$ cat config.mk
export PLATFORM = sky130hd
export DESIGN_NAME = mem_port_arbiter
export DESIGN_NICKNAME = d
export VERILOG_FILES = /design/src/rtl/mem_port_arbiter_pkg.sv /design/src/rtl/mem_port_arbiter_streak.sv /design/src/rtl/mem_port_arbiter.sv
export SDC_FILE = /design/constraint.sdc
export NUM_CORES = 1
export LEC_CHECK = 0
export CORE_ASPECT_RATIO = 1.1
export CORE_MARGIN = 8
export CORE_UTILIZATION = 61
export DETAILED_ROUTE_END_ITERATION = 8
export DONT_BUFFER_PORTS = 1
export GPL_TIMING_DRIVEN = 1
export PLACE_DENSITY = 0.77
export SETUP_SLACK_MARGIN = 0.02
export SKIP_LAST_GASP = 1
export SLEW_MARGIN = 20
export SYNTH_ARGS = -nofsm -noshare
export SYNTH_HDL_FRONTEND = slang
export SYNTH_SLANG_ARGS = --single-unit
$ cat constraint.sdc
create_clock -name clk -period 7.07 [get_ports clk]
set_input_delay 2.121 -clock clk [delete_from_list [all_inputs] [get_ports clk]]
set_output_delay 2.121 -clock clk [all_outputs]
set_load 0.03 [all_outputs]
$ cat src/rtl/mem_port_arbiter_pkg.sv
// Shared types and defaults for the fetch/data memory port arbiter.
// The state encoding also identifies which requester owns the memory port.
package mem_port_arbiter_pkg;

  typedef enum logic [1:0] {
    ST_IDLE  = 2'd0,
    ST_FETCH = 2'd1,
    ST_DATA  = 2'd2
  } arb_state_t;

  localparam logic REQ_FETCH = 1'b0;
  localparam logic REQ_DATA  = 1'b1;

  localparam int DEF_MEM_WORDS  = 4096;
  localparam int DEF_TIMEOUT    = 15;
  localparam int DEF_MAX_STREAK = 3;

  function automatic logic addr_illegal(input logic [31:0] addr, input int words);
    return addr >= 32'(words);
  endfunction

endpackage

$ cat src/rtl/mem_port_arbiter_streak.sv
// Priority decision between the data and fetch requesters. Data wins by default;
// after MAX_STREAK back-to-back data grants a waiting fetch is preferred.
module arb_streak_counter
  import mem_port_arbiter_pkg::*;
#(
  parameter int MAX_STREAK = DEF_MAX_STREAK
) (
  input  logic clk,
  input  logic rst,
  input  logic i_data_elig,
  input  logic i_fetch_elig,
  input  logic i_grant,
  output logic o_winner
);

  localparam int SW = (MAX_STREAK < 1) ? 1 : $clog2(MAX_STREAK + 1);
  localparam logic [SW-1:0] STREAK_MAX = SW'(MAX_STREAK);

  logic [SW-1:0] r_streak;
  logic          w_fetch_turn;

  assign w_fetch_turn = i_fetch_elig && (r_streak == STREAK_MAX);

  always_comb begin
    o_winner = REQ_FETCH;
    if (i_data_elig && !w_fetch_turn)
      o_winner = REQ_DATA;
  end

  // Faulted grants count too, so a stream of bad data requests cannot starve fetch.
  always_ff @(posedge clk) begin
    if (rst) begin
      r_streak <= '0;
    end else if (i_grant) begin
      if (o_winner == REQ_DATA) begin
        if (r_streak != STREAK_MAX)
          r_streak <= r_streak + 1'b1;
      end else begin
        r_streak <= '0;
      end
    end
  end

endmodule

$ cat src/rtl/mem_port_arbiter.sv
// Shares one single-ported word memory between instruction fetch and load/store.
// Bounds faults and memory timeouts complete as segv pulses on the owning requester.
module mem_port_arbiter
  import mem_port_arbiter_pkg::*;
#(
  parameter int ADDR_W     = 16,
  parameter int MEM_WORDS  = DEF_MEM_WORDS,
  parameter int TIMEOUT    = DEF_TIMEOUT,
  parameter int MAX_STREAK = DEF_MAX_STREAK
) (
  input  logic              clk,
  input  logic              rst,
  input  logic              if_req,
  input  logic [ADDR_W-1:0] if_addr,
  output logic [31:0]       instruction,
  output logic              instr_done,
  output logic              instr_segv,
  output logic              wait_instr,
  input  logic              ld,
  input  logic              st,
  input  logic [ADDR_W-1:0] data_addr,
  input  logic [31:0]       st_data,
  output logic [31:0]       ld_data,
  output logic              data_done,
  output logic              data_segv,
  output logic              wait_data,
  output logic              mem_req,
  output logic              mem_we,
  output logic [ADDR_W-1:0] mem_addr,
  output logic [31:0]       mem_wdata,
  input  logic [31:0]       mem_rdata,
  input  logic              mem_ready
);

  localparam int TW = (TIMEOUT < 2) ? 1 : $clog2(TIMEOUT + 1);
  localparam logic [TW-1:0] TMO_LAST = TW'(TIMEOUT - 1);

  arb_state_t    r_state;
  logic [TW-1:0] r_tmo;

  logic w_can_grant;
  logic w_data_elig;
  logic w_fetch_elig;
  logic w_grant;
  logic w_winner;
  logic w_data_fault;
  logic w_fetch_fault;

  assign wait_instr = if_req & ~instr_done;
  assign wait_data  = (ld | st) & ~data_done;

  // The done cycle is dead for arbitration: the finishing requester has not yet
  // renewed, and granting the other side here would defeat the data streak.
  assign w_can_grant  = (r_state == ST_IDLE) && !instr_done && !data_done;
  assign w_data_elig  = w_can_grant && wait_data;
  assign w_fetch_elig = w_can_grant && wait_instr;
  assign w_grant      = w_data_elig || w_fetch_elig;

  assign w_data_fault  = addr_illegal(32'(data_addr), MEM_WORDS) || (ld && st);
  assign w_fetch_fault = addr_illegal(32'(if_addr), MEM_WORDS);

  arb_streak_counter #(
    .MAX_STREAK (MAX_STREAK)
  ) u_streak (
    .clk          (clk),
    .rst          (rst),
    .i_data_elig  (w_data_elig),
    .i_fetch_elig (w_fetch_elig),
    .i_grant      (w_grant),
    .o_winner     (w_winner)
  );

  always_ff @(posedge clk) begin
    if (rst) begin
      r_state     <= ST_IDLE;
      r_tmo       <= '0;
      instruction <= '0;
      instr_done  <= 1'b0;
      instr_segv  <= 1'b0;
      ld_data     <= '0;
      data_done   <= 1'b0;
      data_segv   <= 1'b0;
      mem_req     <= 1'b0;
      mem_we      <= 1'b0;
      mem_addr    <= '0;
      mem_wdata   <= '0;
    end else begin
      instr_done <= 1'b0;
      instr_segv <= 1'b0;
      data_done  <= 1'b0;
      data_segv  <= 1'b0;
      case (r_state)
        ST_IDLE: begin
          if (w_grant) begin
            if (w_winner == REQ_DATA) begin
              if (w_data_fault) begin
                data_done <= 1'b1;
                data_segv <= 1'b1;
              end else begin
                r_state   <= ST_DATA;
                mem_req   <= 1'b1;
                mem_we    <= st;
                mem_addr  <= data_addr;
                mem_wdata <= st ? st_data : 32'd0;
                r_tmo     <= '0;
              end
            end else begin
              if (w_fetch_fault) begin
                instr_done <= 1'b1;
                instr_segv <= 1'b1;
              end else begin
                r_state   <= ST_FETCH;
                mem_req   <= 1'b1;
                mem_we    <= 1'b0;
                mem_addr  <= if_addr;
                mem_wdata <= 32'd0;
                r_tmo     <= '0;
              end
            end
          end
        end
        ST_FETCH, ST_DATA: begin
          if (mem_ready || r_tmo == TMO_LAST) begin
            r_state   <= ST_IDLE;
            mem_req   <= 1'b0;
            mem_we    <= 1'b0;
            mem_addr  <= '0;
            mem_wdata <= '0;
            if (r_state == ST_FETCH) begin
              instr_done <= 1'b1;
              instr_segv <= !mem_ready;
              if (mem_ready)
                instruction <= mem_rdata;
            end else begin
              data_done <= 1'b1;
              data_segv <= !mem_ready;
              if (mem_ready && !mem_we)
                ld_data <= mem_rdata;
            end
          end else begin
            r_tmo <= r_tmo + 1'b1;
          end
        end
        default: r_state <= ST_IDLE;
      endcase
    end
  end

endmodule

==> results_dict.tcl <==
set metrics [dict create \
    internal_power_mw 1.54 \
    routedWlPerCell_um 18.3 \
    port_buffers 0 \
    netSwitchingFraction_pct 36.3 \
    finClkSkew_ns 0.00792 \
    yosys_most_used_dff "sky130_fd_sc_hd__dfxtp_1" \
    route.detailed.vias_per_inst 5.86 \
    placeableCoreArea_um2 8230 \
    worstSkewPairLatency_ns 0.50 \
    finalHoldViolCount 0 \
    io-pin-count 222 \
    crit_type "in2out" \
    synth_enable_flop_cells 0 \
    cts-buffers-inserted 17 \
    firstDrtPassIters 5 \
    worst_r2r_path_depth 7 \
    cell_family_contributing_the_most_delay_on_the_critical_path "simple AND/OR/NAND/NOR gates" \
    cts.repair.resized 0 \
    place.detailed.hpwl_mm 9.13 \
    ordered_cell_list_for_the_critical_path "nor2_1 -> nor2_1" \
    static-leakage-power_nw 1.89 \
    regToRegEndpoint "mem_wdata[30]" \
    critical-path-top-cell-by-count "sky130_fd_sc_hd__nor2_1" \
    synth.distinct_cells 49 \
    synth_seq_area_share_pct 49.8 \
    postSynthRegisterBits 126 \
    critical_path_arrival_ns 2.63 \
    detail_route.wirelength_mm 13.1 \
    synth.net_count 724 \
    gpl.final_weighted_congestion 0.824 \
    data_required_time_of_the_critical_path_ns 4.95 \
    power.ir.vdd_worst_uv 260 \
    clock_sinks 126 \
    grt_start_max_net_pins 98 \
    whs_path_depth 2 \
    final_layout_size_suffix_gt1_share_pct 9.74 \
    layout.cells.most_common "sky130_fd_sc_hd__nand2_1" \
    timing.final.setup_violations 0 \
    syn_to_final_growth_pct 11.6 \
    slowest_stage "sky130_fd_sc_hd__nor2_1" \
    whs_endpoint "r_tmo[3]" \
    tightestPinTransition_ns 0.945 \
    vias 4200 \
    timing.critical_path.from_type "input port" \
    cp_slowest_stage_delay_ns 0.44 \
    holdCritPathClass "reg2reg" \
    design.final.nets 701 \
    power.share.clock_pct 36.2 \
    end_kind "output port" \
    grt.total_usage_pct 22.1 \
    htree_levels 4 \
    number_of_post_cts_setup_repair_buffers 0 \
    antenna_left 0 \
    grt_first_pass_wirelength_mm 20.3 \
    critical_path.reg2reg.startpoint "r_state[0]" \
    globalRoute.totalOverflow 0 \
    combinationalPowerShare_pct 21.5 \
    synthesis.yosys.warnings 0 \
    switching_power_mw 0.877 \
    dr.first_iter.drc_count 211 \
    detail_route.drc_violations 0 \
    finish.cell_count_without_fillers 717 \
    power.density_cell_area_nw_per_um2 427 \
    grt_pass1_vias 4130 \
    max_freq_ghz 0.210 \
    hold_slack_ns 0.530 \
    fp.dieW_um 103 \
    fin_crit_sh_pct 67.2 \
    timing.critical_path.buf_inv 0 \
    post-route-min-period_ns 4.75 \
    most-common-layout-cells "168 x sky130_fd_sc_hd__nand2_1, 126 x sky130_fd_sc_hd__dfxtp_1, 86 x sky130_fd_sc_hd__a21oi_1" \
    ys_async_sr_fraction_pct 0 \
    proportion_of_power_drawn_by_flip_flops_and_latches_pct 42.3 \
    fp.dieH_um 112 \
    rrSetupSlack_ns 4.20 \
    syn-mean-instance-area_um2 8.22 \
    antenna_cells 0 \
    holdCritStartpoint "r_tmo[3]" \
    run_status "finished clean" \
    grt_antenna_before_repair 0 \
    cts.hold.buffers_added 0 \
    dp_cells 685 \
    netlist_area_before_placement_um2 5060 \
    slew_headroom_pct 36.6 \
    tritoncts "built" \
    std_cell_rows 35 \
    unrepaired_setup_endpoints_after_global_routing "no" \
    clk_root_buffer_cell "sky130_fd_sc_hd__clkbuf_8" \
    finalMaxSlewViolations 0 \
    start_util_pct 61.5 \
    final_setup_tns_ns 0 \
    die_area_um2 11500 \
    power_mw 2.42 \
    drv.max_cap_violation_count 0 \
    worst_setup_hold_path_clk_slew_ns 0.06 \
    synth_cells 616 \
    max-clock-path-buffers 2 \
    crit_fanout 5 \
]
## cells in the mapped netlist, types with 6 or more instances
library cell               count  area share, %
sky130_fd_sc_hd__a21oi_1      86            8.5
sky130_fd_sc_hd__ha_1          6            1.5
sky130_fd_sc_hd__buf_2        10           0.99
sky130_fd_sc_hd__nand2_1     169             13
sky130_fd_sc_hd__o21ai_1      11            1.1
sky130_fd_sc_hd__nand3b_1     12            1.8
sky130_fd_sc_hd__nor2_1       14            1.0
sky130_fd_sc_hd__nand3_1      42            4.2
sky130_fd_sc_hd__mux2_2       12            2.7
sky130_fd_sc_hd__o21ai_0      28            2.8
sky130_fd_sc_hd__dfxtp_1     126             50
sky130_fd_sc_hd__buf_1         6           0.44
sky130_fd_sc_hd__clkbuf_1     29            2.2
sky130_fd_sc_hd__nand2b_1     12            1.5
## layout make-up
type	count	area (um^2)
Fill cell	700	2580
Sequential cell	126	2520
Multi-Input combinational cell	438	2330
Clock buffer	18	418
Clock inverter	14	180
Tap cell	111	139
Timing Repair Buffer	5	37.5
Inverter	5	18.8
## per-stage QoR
stage / utilization [%] / setup WS [ns] / cell area, um^2
2_1_floorplan: - / 2.36 / 5060
3_3_place_gp: 61.3 / 2.32 / 5050
3_5_place_dp: 61.3 / 2.31 / 5050
4_1_cts: 68.6 / 2.31 / 5650
5_1_grt: 68.6 / 2.28 / 5650
6_report: 68.6 / 2.32 / 5650
## state kept, by name, summed over array words and instances, names as in the netlist
signal and flops:
data_done 1, data_segv 1, instr_done 1, instr_segv 1, instruction 32, ld_data 32, mem_addr 16, mem_req 1
mem_wdata 32, mem_we 1, r_state 2, r_tmo 4, u_streak.r_streak 2
## layer usage
layer	track usage, %	part of all wire, %	vias up
li1	-	-	2052
met1	23.1	36	1918
met2	36.3	49	204
met3	11.3	13	26
met4	8.99	2.2	0
met5	0	0	-
## power by group through the flow
stage                     Clock, mW  Combinational (mW)  Sequential [mW]
after floorplan                   0               0.460             1.01
after global placement            0               0.495             1.04
after detailed placement          0               0.513             1.04
after CTS                     0.886               0.518             1.02
after global routing          0.922               0.576             1.03
final                         0.874               0.520             1.02
## logic make-up (layout without fill, tap and decap cells)
group | Yosys count | after routing | synth area share (%)
muxes | 16 | 16 | 3.46
adders and majority gates | 6 | 6 | 1.48
buffers and inverters | 52 | 42 | 4.40
and+or+nand+nor | 273 | 273 | 25.2
AOI/OAI and AO/OA | 143 | 143 | 15.6
DFF | 126 | 126 | 49.8
## worst max path at each step
stage,endpoint,from,cells after the start,slack (ns)
global placement,wait_data,ld,2,2.32
global route,wait_data,ld,2,2.28
detailed placement,wait_data,ld,2,2.31
floorplan,wait_data,ld,2,2.36
finish,wait_data,ld,2,2.32
CTS,wait_data,ld,2,2.31
Note: power is estimated with default switching activity, not from simulation.
